[src/rtl/mux_scan_ctrl_pkg.sv]
// Shared types and constants for the 4-channel mux scan controller.
package mux_scan_ctrl_pkg;

  localparam int NUM_CH    = 4;
  localparam int SEL_W     = 2;
  localparam int DWELL_MAX = 15;

  typedef enum logic [1:0] {
    ST_IDLE  = 2'd0,
    ST_DWELL = 2'd1,
    ST_DONE  = 2'd2
  } state_t;

endpackage : mux_scan_ctrl_pkg

[src/rtl/mux_scan_ctrl_if.sv]
// Handshake and mux-facing signals of the scan controller.
// The master side requests scans and supplies Y; the slave side is the controller.
interface mux_scan_ctrl_if;
  import mux_scan_ctrl_pkg::*;

  logic              start;
  logic [NUM_CH-1:0] mask;
  logic              mux_y;
  logic [SEL_W-1:0]  sel;
  logic              busy;
  logic              done;
  logic [NUM_CH-1:0] sample;
  logic              valid;

  modport master (
    output start, mask, mux_y,
    input  sel, busy, done, sample, valid
  );

  modport slave (
    input  start, mask, mux_y,
    output sel, busy, done, sample, valid
  );

endinterface : mux_scan_ctrl_if

[src/rtl/mux_scan_next_ch.sv]
// Finds the lowest set mask bit strictly above i_idx; i_idx = -1 yields the first set bit.
module mux_scan_next_ch
  import mux_scan_ctrl_pkg::*;
(
  input  logic [NUM_CH-1:0]   i_mask,
  input  logic signed [SEL_W:0] i_idx,
  output logic [SEL_W-1:0]    o_next_idx,
  output logic                o_found
);

  // Scanning downward lets the lowest qualifying bit win the last assignment.
  always_comb begin
    o_next_idx = '0;
    o_found    = 1'b0;
    for (int i = NUM_CH - 1; i >= 0; i--) begin
      if (i_mask[i] && (i > int'(i_idx))) begin
        o_next_idx = SEL_W'(i);
        o_found    = 1'b1;
      end
    end
  end

endmodule : mux_scan_next_ch

[src/rtl/mux_scan_ctrl.sv]
// Scans the enabled inputs of a 4x1 mux in ascending order, dwelling on each channel
// before capturing Y, and presents the result as one registered 4-bit snapshot.
module mux_scan_ctrl
  import mux_scan_ctrl_pkg::*;
#(
  parameter int DWELL = 2,
  parameter int CNT_W = 4
) (
  input  logic          clk,
  input  logic          rst,
  mux_scan_ctrl_if.slave bus
);

  // Out-of-range dwell values are clamped to the legal 1..DWELL_MAX window.
  localparam int DWELL_C = (DWELL > DWELL_MAX) ? DWELL_MAX : ((DWELL < 1) ? 1 : DWELL);
  localparam logic [CNT_W-1:0] DWELL_LD = CNT_W'(DWELL_C);

  state_t            r_state, w_state_nxt;
  logic [SEL_W-1:0]  r_sel, w_sel_nxt;
  logic [CNT_W-1:0]  r_cnt, w_cnt_nxt;
  logic [NUM_CH-1:0] r_mask, w_mask_nxt;
  logic [NUM_CH-1:0] r_sample, w_sample_nxt;
  logic              r_valid, w_valid_nxt;
  logic              r_busy, w_busy_nxt;
  logic              r_done, w_done_nxt;

  logic [SEL_W-1:0]  w_first_idx, w_next_idx;
  logic              w_first_found, w_next_found;

  mux_scan_next_ch u_first_ch (
    .i_mask     (bus.mask),
    .i_idx      ('1),
    .o_next_idx (w_first_idx),
    .o_found    (w_first_found)
  );

  mux_scan_next_ch u_next_ch (
    .i_mask     (r_mask),
    .i_idx      ({1'b0, r_sel}),
    .o_next_idx (w_next_idx),
    .o_found    (w_next_found)
  );

  // NOTE: every signal gets a hold/default value first, so no path leaves it unassigned and no latch is inferred.
  always_comb begin
    w_state_nxt  = r_state;
    w_sel_nxt    = r_sel;
    w_cnt_nxt    = r_cnt;
    w_mask_nxt   = r_mask;
    w_sample_nxt = r_sample;
    w_valid_nxt  = r_valid;
    w_busy_nxt   = r_busy;
    w_done_nxt   = 1'b0;

    case (r_state)
      ST_IDLE: begin
        if (bus.start) begin
          w_sample_nxt = '0;
          if (w_first_found) begin
            w_mask_nxt  = bus.mask;
            w_valid_nxt = 1'b0;
            w_busy_nxt  = 1'b1;
            w_sel_nxt   = w_first_idx;
            w_cnt_nxt   = DWELL_LD;
            w_state_nxt = ST_DWELL;
          end else begin
            // Empty mask: report an all-zero result immediately, select untouched.
            w_mask_nxt  = '0;
            w_valid_nxt = 1'b1;
            w_done_nxt  = 1'b1;
            w_state_nxt = ST_DONE;
          end
        end
      end

      ST_DWELL: begin
        if (r_cnt == CNT_W'(1)) begin
          w_sample_nxt[r_sel] = bus.mux_y;
          if (w_next_found) begin
            w_sel_nxt = w_next_idx;
            w_cnt_nxt = DWELL_LD;
          end else begin
            w_busy_nxt  = 1'b0;
            w_done_nxt  = 1'b1;
            w_valid_nxt = 1'b1;
            w_state_nxt = ST_DONE;
          end
        end else begin
          w_cnt_nxt = r_cnt - CNT_W'(1);
        end
      end

      ST_DONE: w_state_nxt = ST_IDLE;

      default: w_state_nxt = ST_IDLE;
    endcase
  end

  // NOTE: sequential state uses non-blocking assignments so all registers update together at the edge.
  always_ff @(posedge clk or posedge rst) begin
    if (rst) begin
      r_state  <= ST_IDLE;
      r_sel    <= '0;
      r_cnt    <= '0;
      r_mask   <= '0;
      r_sample <= '0;
      r_valid  <= 1'b0;
      r_busy   <= 1'b0;
      r_done   <= 1'b0;
    end else begin
      r_state  <= w_state_nxt;
      r_sel    <= w_sel_nxt;
      r_cnt    <= w_cnt_nxt;
      r_mask   <= w_mask_nxt;
      r_sample <= w_sample_nxt;
      r_valid  <= w_valid_nxt;
      r_busy   <= w_busy_nxt;
      r_done   <= w_done_nxt;
    end
  end

  assign bus.sel    = r_sel;
  assign bus.busy   = r_busy;
  assign bus.done   = r_done;
  assign bus.sample = r_sample;
  assign bus.valid  = r_valid;

endmodule : mux_scan_ctrl

[src/flat_wrapper.sv]
// flat-port wrapper written by rule: the top's interface ports become plain ports
module mux_scan_ctrl_flat import mux_scan_ctrl_pkg::*;
#(
  parameter int DWELL = 2,
  parameter int CNT_W = 4
)
  (clk, rst, bus_start, bus_mask, bus_mux_y, bus_sel, bus_busy, bus_done, bus_sample, bus_valid);
  mux_scan_ctrl_if bus_i ();
  input  logic clk;
  input  logic rst;
  input wire logic [$bits(bus_i.start)-1:0] bus_start;
  input wire logic [$bits(bus_i.mask)-1:0] bus_mask;
  input wire logic [$bits(bus_i.mux_y)-1:0] bus_mux_y;
  output wire logic [$bits(bus_i.sel)-1:0] bus_sel;
  output wire logic [$bits(bus_i.busy)-1:0] bus_busy;
  output wire logic [$bits(bus_i.done)-1:0] bus_done;
  output wire logic [$bits(bus_i.sample)-1:0] bus_sample;
  output wire logic [$bits(bus_i.valid)-1:0] bus_valid;
  assign bus_i.start = bus_start;
  assign bus_i.mask = bus_mask;
  assign bus_i.mux_y = bus_mux_y;
  assign bus_sel = bus_i.sel;
  assign bus_busy = bus_i.busy;
  assign bus_done = bus_i.done;
  assign bus_sample = bus_i.sample;
  assign bus_valid = bus_i.valid;
  mux_scan_ctrl #(.DWELL(DWELL), .CNT_W(CNT_W)) u_core (.clk(clk), .rst(rst), .bus(bus_i));
endmodule
[config.mk]
export PLATFORM = sky130hd
export DESIGN_NAME = mux_scan_ctrl_flat
export DESIGN_NICKNAME = d
export VERILOG_FILES = /design/src/rtl/mux_scan_ctrl_pkg.sv /design/src/rtl/mux_scan_ctrl_if.sv /design/src/rtl/mux_scan_next_ch.sv /design/src/rtl/mux_scan_ctrl.sv /design/src/flat_wrapper.sv
export SDC_FILE = /design/constraint.sdc
export NUM_CORES = 1
export LEC_CHECK = 0
export CORE_ASPECT_RATIO = 1.75
export CORE_MARGIN = 4
export CORE_UTILIZATION = 28
export CTS_BUF_LIST = sky130_fd_sc_hd__clkbuf_4 sky130_fd_sc_hd__clkbuf_8
export CTS_CLUSTER_DIAMETER = 120
export DETAILED_ROUTE_END_ITERATION = 6
export PLACE_DENSITY = 0.45
export REMOVE_ABC_BUFFERS = 1
export SYNTH_ARGS = -nofsm -noshare
export SYNTH_HDL_FRONTEND = slang
export SYNTH_SLANG_ARGS = --single-unit
[constraint.sdc]
create_clock -name clk -period 2.5 [get_ports clk]
set_input_delay 0.5 -clock clk [delete_from_list [all_inputs] [get_ports clk]]
set_output_delay 0.5 -clock clk [all_outputs]
set_load 0.01 [all_outputs]
==> summary.md, run 1 <==
| Metric | Value |
|---|---|
| Fillers | `372` |
| Critical Path AT | `2030 ps` |
| Layout Skew | `2.833 ps` |
| Post-Syn Instances | `99` |
| Nets | `roughly 130` |
| Worst-case reg-to-reg path depth | `6` |
| Outcome | `finished, final reports clean` |
| Period utilization | `77.35%` |
| Relative slew slack | `51.60%` |
| Final TNS setup | `0 ps` |
| I/O Pins | `17` |
| Post-Syn Area | `between 900 and 1000 sq um` |
| CTS tree | `built` |
| Yosys top cell area share | `45.92%` |
| Multi-input logic area | `488.0 sq um` |
| Vias | `797` |
| Leading area contributor after synthesis | `dfrtp_1` |
| Post-synth EDFFs | `0` |
| DR top layer | `met4` |
| CTS Buffer Depth | `2` |
| Root buffer cell | `clkbuf_8` |
| Share of cells above drive strength 1 | `between 10% and 20%` |
| Post-CTS Setup Bufs | `0` |
| Largest net degree at the start of global routing | `19` |
| Worst setup EP type | `flip-flop` |
| Number of antenna violations at the first check in global routing | `0` |
| Detailed Routing Iterations Pass 1 | `4` |
| Multiplexer share of the synthesized area | `3.444%` |
| Final setup vio count | `0` |
| Final hold vios | `0` |
| Post-Syn Area per Cell | `9.908 sq um` |
| CTS clk-pin slew, worst paths | `70 ps` |
| Hold Path End | `u_core.bus.sample[0]$_DFFE_PP0P_` |
| Crit path launch type | `input port` |
| CTS sink count | `18` |
| ANT cells | `0` |
| Site Rows | `28` |
| Die area | `between 4000 and 5000 sq um` |
| Achievable Freq | `517.1 MHz` |
| Post-CTS resize count | `0` |
| Period minus WS final | `1934 ps` |
| Routed WL | `2.236 mm` |
| Synth unique cells | `37` |
| Worst Setup SP | `bus_mask[2]` |
| Critical R2R Capture | `u_core.bus.sel[0]$_DFFE_PP0P_` |
| FF-to-FF setup slack | `830 ps` |
| Starting DRC count in detailed routing | `8` |
| Post-DP Area | `1196 sq um` |
| Worst flop-to-flop path startpoint | `u_core.r_cnt[1]$_DFFE_PP0P_` |
| Gr ovfl total | `0` |
| Synth Flop Type | `dfrtp_1` |
| Largest family of logic cells by synthesized area | `compound AO/OA/AOI/OAI gates` |
| Crit Path Category | `input port to flip-flop` |
| Total CTS buffers | `3` |
| GRT Util Overall | `a little under an eighth` |
| Met1 Wirelength | `972 um` |
| Final Max Tran Viols | `0` |
| Metal3 WL | `50 um` |
| Commonest non-fill, non-tap cell in the layout | `dfrtp_1` |
| Post-route ant nets | `0` |
| Seq/Total Area, Yosys | `45.92%` |
| XOR/XNOR Fraction of Synth Area | `0%` |
| Synth top area cells | `dfrtp_1 (46%), a21oi_1 (4.6%), o21ai_0 (4.1%)` |
| Initial core utilization | `between 20 and 30%` |
| Worst Path Required | `roughly 2600 ps` |
| WL met2 | `roughly 1.2 mm` |
| Actual slew at the worst max-slew pin | `725.2 ps` |
| Die W | `52.74 um` |
| CP Max Fanout | `5` |
| Via density | `between 4 and 5` |
| RSZ-0062 raised after global routing | `no` |
| HPWL Detailed | `around 1.7 mm` |
| Leakage | `about 0.49 nW` |
| Adder-Cell Fraction of Synth Area | `2.551%` |
| Register area | `450.4 sq um` |
| P per Cell Area | `1219 nW/um^2` |
| Finished Cell Area | `1237 sq um` |
| Syn-to-layout area delta | `26.15%` |
| Buffers on Ports | `16` |
| Post-route DRC | `0` |
| Vias in the first global route | `858` |
| Commonest non-fill, non-tap cells in the layout | `dfrtp_1 (18), clkdlybuf4s50_1 (16), inv_1 (9), a21oi_1 (9)` |
| Routed length per instance | `13.80 um` |
| Synth Warn # | `0` |
| Max Cap Viol | `0` |
| Hold Crit Class | `flip-flop to flip-flop` |
| First-pass GRT wire length | `3.995 mm` |
| Chip height | `around 86 um` |
| Async set-or-reset flop fraction in the synthesized netlist | `100.0%` |
| Worst-Skew Late Latency | `250 ps` |
| Synthesis-stage register bit count | `18` |
| Synth Area in Simple Gates | `a little under a fifth` |
| Hold depth | `2` |
| H-tree Lvls | `1` |
| Hold-fix buffers, CTS | `0` |
| Routability Congestion | `0.7562` |
| Hold_sp | `u_core.bus.sample[0]$_DFFE_PP0P_` |
| Post-synthesis compound-gate area fraction | `about 25%` |
| Worst VDD drop | `0.0005034 V` |
| Total core area | `roughly 3400 sq um` |
==> power breakdown <==
part | internal (mW) | switching (mW)
clock | 0.107 | 0.0964
sequential | 0.421 | 0.137
combinational | 0.360 | 0.386
==> registers in the layout, indices dropped and copies added (netlist names) <==
name	flops
u_core.bus.busy	1
u_core.bus.valid	1
u_core.bus.done	1
u_core.r_cnt	4
u_core.r_mask	3
u_core.bus.sample	4
u_core.r_state	2
u_core.bus.sel	2
==> area by class of cell <==
cell class              instances  area share (%)
clock buffers                   3           3.337
inverters                       9           2.730
multi-input cells              70           39.43
flip-flops and latches         18           36.40
well taps                      45           4.550
repair buffers                 17           13.55
==> metal layers <==
metal	up-vias	track usage, %
li1	398	-
met1	387	14.32
met2	10	19.46
met3	2	1.721
met4	0	5.581
met5	-	0
==> cells by family (layout without fill, tap and decap cells) <==
group | Yosys count | in the layout
compound gates | 33 | 33
simple gates | 32 | 32
flops | 18 | 18
buf+inv | 11 | 29
mux | 3 | 3
fa+ha+maj | 2 | 2
==> worst max-delay path: stages <==
cell	delay [ps]
clkdlybuf4s50_1	460
or4_4	610
o2bb2ai_1	230
a31oi_1	170
a41oi_1	60
==> Yosys cell counts (all sizes together), types with 2 or more instances <==
cell type and instances:
dfrtp 18, o21ai 10, a21oi 9, inv 9, nand2 8, nor2 5, nand2b 4, mux2 3
nor3 3, a31oi 2, a41oi 2, ha 2, nand3 2, nor3b 2, o22ai 2
==> worst max path at each step <==
stage | endpoint | slack [ps] | cells past startpoint
after detailed placement | u_core.bus.busy$_DFFE_PP0P_ | 290 | 5
final | u_core.bus.busy$_DFFE_PP0P_ | 570 | 5
after global placement | u_core.r_cnt[1]$_DFFE_PP0P_ | 340 | 5
after global routing | u_core.bus.busy$_DFFE_PP0P_ | 480 | 5
after CTS | u_core.bus.busy$_DFFE_PP0P_ | 560 | 5
after floorplan | u_core.r_cnt[1]$_DFFE_PP0P_ | 870 | 4
==> stage by stage <==
step / cells / hold slack [ps] / utilization (%) / worst slack [ps] / power, mW
after global routing: 162 / 550.4 / 36.79 / 484.0 / 1.659
after global placement: 159 / 498.1 / 35.57 / 335.4 / 1.314
after floorplan: 97 / 438.6 / - / 870.9 / 1.042
final: 162 / 509.4 / 36.79 / 566.2 / 1.508
after CTS: 162 / 522.2 / 36.79 / 561.5 / 1.531
after detailed placement: 159 / 505.2 / 35.57 / 288.3 / 1.317
No activity file was read; power rests on OpenSTA's default activity.
==> inputs of run 2 (changes only) <==
--- a/config.mk
+++ b/config.mk
@@ -11,7 +11,7 @@
 export CTS_BUF_LIST = sky130_fd_sc_hd__clkbuf_4 sky130_fd_sc_hd__clkbuf_8
 export CTS_CLUSTER_DIAMETER = 120
 export DETAILED_ROUTE_END_ITERATION = 6
-export PLACE_DENSITY = 0.45
+export PLACE_DENSITY = 0.46
 export REMOVE_ABC_BUFFERS = 1
 export SYNTH_ARGS = -nofsm -noshare
 export SYNTH_HDL_FRONTEND = slang
==> constraint.sdc (replaced) <==
create_clock -name clk -period 1.7 [get_ports clk]
set_input_delay 0.34 -clock clk [delete_from_list [all_inputs] [get_ports clk]]
set_output_delay 0.34 -clock clk [all_outputs]
set_load 0.01 [all_outputs]
==> run 2 against run 1 <==
Routed wire length up 1.9%; clock power grew 43%; largest cell class unchanged; count of clock-buffer cells in the layout is the same.
==> summary.md, run 2 (synthesis results as in run 1) <==
| Metric | Value |
|---|---|
| Crit Path Category | `input port to flip-flop (unchanged)` |
| CTS tree | `built (unchanged)` |
| Worst Path Required | `1830 ps (was 2600 ps)` |
| Worst-Skew Late Latency | `250 ps (about the same)` |
| Share of cells above drive strength 1 | `20.63% (was 11.97%)` |
| Nets | `138 (was 129)` |
| Die area | `4551 sq um (unchanged)` |
| Final WS setup | `67.27 ps (was 566.2 ps)` |
| Met1 Wirelength | `992 um (was 972 um)` |
| Pwr Total | `2.266 mW (was 1.508 mW)` |
| Actual slew at the worst max-slew pin | `272.5 ps (was 725.2 ps)` |
| Max Cap Viol | `0 (unchanged)` |
| CTS clk-pin slew, worst paths | `70 ps (about the same)` |
| Starting DRC count in detailed routing | `12 (was 8)` |
| Achievable Freq | `612.5 MHz` |
| Number of antenna violations at the first check in global routing | `0 (unchanged)` |
| H-tree Lvls | `1 (unchanged)` |
| I/O Pins | `17 (unchanged)` |
| Place WS | `-266.0 ps (was 288.3 ps)` |
| ANT cells | `0 (unchanged)` |
| Layout Skew | `2.870 ps (was 2.833 ps)` |
| Post-layout util | `39.21% (was 36.79%)` |
| GRT Util Overall | `11.48% (was 11.68%)` |
| CTS Buffer Depth | `2 (unchanged)` |
| Worst setup EP type | `flip-flop (unchanged)` |
| Routed WL | `2.278 mm (was 2.236 mm)` |
| Leakage | `0.5555 nW (was 0.4945 nW)` |
| Final hold vios | `0 (unchanged)` |
| Post-route DRC | `0 (unchanged)` |
| Worst flop-to-flop path startpoint | `u_core.r_cnt[1]$_DFFE_PP0P_ (unchanged)` |
| RSZ-0062 raised after global routing | `no (unchanged)` |
| Worst Setup SP | `bus_mask[1] (was bus_mask[2])` |
| Commonest non-fill, non-tap cell in the layout | `dfrtp_1 (unchanged)` |
| Relative slew slack | `81.77% (was 51.60%)` |
| Worst-case reg-to-reg path depth | `6 (unchanged)` |
| Post-CTS Setup Bufs | `0 (unchanged)` |
| CTS sink count | `18 (unchanged)` |
| Post-Layout Cell Count | `171 (was 162)` |
| Crit path launch type | `input port (unchanged)` |
| Worst VDD drop | `0.0005323 V (was 0.0005034 V)` |
| Initial core utilization | `29.17% (unchanged)` |
| Die W | `52.74 um (unchanged)` |
| Highest cell delay on the worst timing path | `530 ps (was 610 ps)` |
| Post-route ant nets | `0 (unchanged)` |
| Critical Path AT | `1760 ps (was 2030 ps)` |
| Period minus WS final | `1633 ps` |
| FF-to-FF setup slack | `150 ps (was 830 ps)` |
| Placed Cells | `168 (was 159)` |
| Total core area | `3363 sq um (unchanged)` |
| Slowest cell on the critical path | `or4_4 (unchanged)` |
| Multi-input logic area | `494.2 sq um (was 488.0 sq um)` |
| Routability Congestion | `0.7425 (was 0.7562)` |
| Fin Hold WS | `408.1 ps (was 509.4 ps)` |
| Total CTS buffers | `3 (unchanged)` |
| Largest net degree at the start of global routing | `19 (unchanged)` |
| Syn-to-layout area delta | `34.44% (was 26.15%)` |
| Root buffer cell | `clkbuf_8 (unchanged)` |
| Commonest non-fill, non-tap cells in the layout | `dfrtp_1 (16), clkdlybuf4s50_1 (14), buf_4 (10), inv_1 (9), a21oi_1 (9) (was dfrtp_1 (18), clkdlybuf4s50_1 (16), inv_1 (9), a21oi_1 (9))` |
| CP Max Fanout | `3 (was 5)` |
| Final setup vio count | `0 (unchanged)` |
| Final Max Tran Viols | `0 (unchanged)` |
| Outcome | `finished, final reports clean (unchanged)` |
| HPWL Detailed | `1.794 mm (was 1.691 mm)` |
| Fillers | `377 (was 372)` |
| Hold Crit Class | `input port to asynchronous set/reset pin (was flip-flop to flip-flop)` |
| Detailed Routing Iterations Pass 1 | `4 (unchanged)` |
| P per Cell Area | `1718 nW/um^2 (was 1219 nW/um^2)` |
| First-pass GRT wire length | `3.877 mm (was 3.995 mm)` |
| Chip height | `86.30 um (unchanged)` |
| Vias in the first global route | `876 (was 858)` |
| Period utilization | `96.04%` |
| Site Rows | `28 (unchanged)` |
| Gr ovfl total | `0 (unchanged)` |
| Routed length per instance | `13.32 um (was 13.80 um)` |
| Cell breakdown of the critical path | `clkdlybuf4s50_1 > or4_4 > a31oi_4 > a41oi_4 > a2bb2oi_1 (was clkdlybuf4s50_1 > or4_4 > o2bb2ai_1 > a31oi_1 > a41oi_1)` |
| DR top layer | `met4 (unchanged)` |
| Register area | `452.9 sq um (was 450.4 sq um)` |
| Vias | `847 (was 797)` |
| Via density | `4.953 (was 4.920)` |
| WL met2 | `1.187 mm (was 1.188 mm)` |
| Buffers on Ports | `16 (unchanged)` |
| Metal3 WL | `45 um (was 50 um)` |
==> run 2: cell types whose count changed in the layout (fill, tap and decap cells not counted), sizes merged <==
cell	previous run	this run
buf	1	10
clkdlybuf4s50	16	14
dlymetal6s2s	0	2
==> run 2: critical path: cells and delay by family <==
kind	cells	cell delay [ps]
and+or+nand+nor	1	530
buffers and inverters	1	440
AOI/OAI and AO/OA	3	450
==> run 2: per-layer routing <==
layer  track usage [%]  vias to the layer above
met3             1.549                        4
met2             19.23                       19
met5                 0                        -
met4             6.977                        0
li1                  -                      418
met1             13.38                      406
==> run 2: stage by stage <==
| step | setup TNS [ps] | cell area [sq um] |
|---|---|---|
| 3_5_place_dp | -1882 | 1264 |
| 5_1_grt | 0 | 1319 |
| 2_1_floorplan | 0 | 972.2 |
| 4_1_cts | 0 | 1313 |
| 3_3_place_gp | -1666 | 1264 |
| 6_report | 0 | 1319 |
==> run 2: power breakdown <==
part | switching, mW | total, mW | leakage [nW] | internal, mW
Combinational | 0.578 | 1.15 | 0.316 | 0.570
Clock | 0.134 | 0.291 | 0.0216 | 0.157
Sequential | 0.201 | 0.826 | 0.218 | 0.625
Total | 0.913 | 2.27 | 0.556 | 1.35
==> run 2: what timing repair did <==
item                                    4_1_cts  5_1_grt
pin swaps                                     0        3
hold buffers                                  0        0
resized for setup                             2        4
endpoints found under the setup margin        2        4
==> run 2: final cells by class <==
type | instances | area share, %
inverter | 9 | 2.562
timing repair buffer | 26 | 18.22
clock buffer | 3 | 3.131
sequential | 18 | 34.35
multi-input combinational | 70 | 37.48
tap | 45 | 4.269
==> run 2: path summary, 6_finish.rpt <==
| kind | to |
|---|---|
| setup / recovery | u_core.r_cnt[1]$_DFFE_PP0P_ |
| hold / removal | u_core.r_mask[2]$_DFFE_PP0P_ |
| setup reg to reg | u_core.bus.valid$_DFFE_PP0P_ |
| hold reg to reg | u_core.bus.sample[0]$_DFFE_PP0P_ |
| max in group asynchronous | u_core.bus.sel[0]$_DFFE_PP0P_ |
| min in group clk | u_core.bus.sample[0]$_DFFE_PP0P_ |
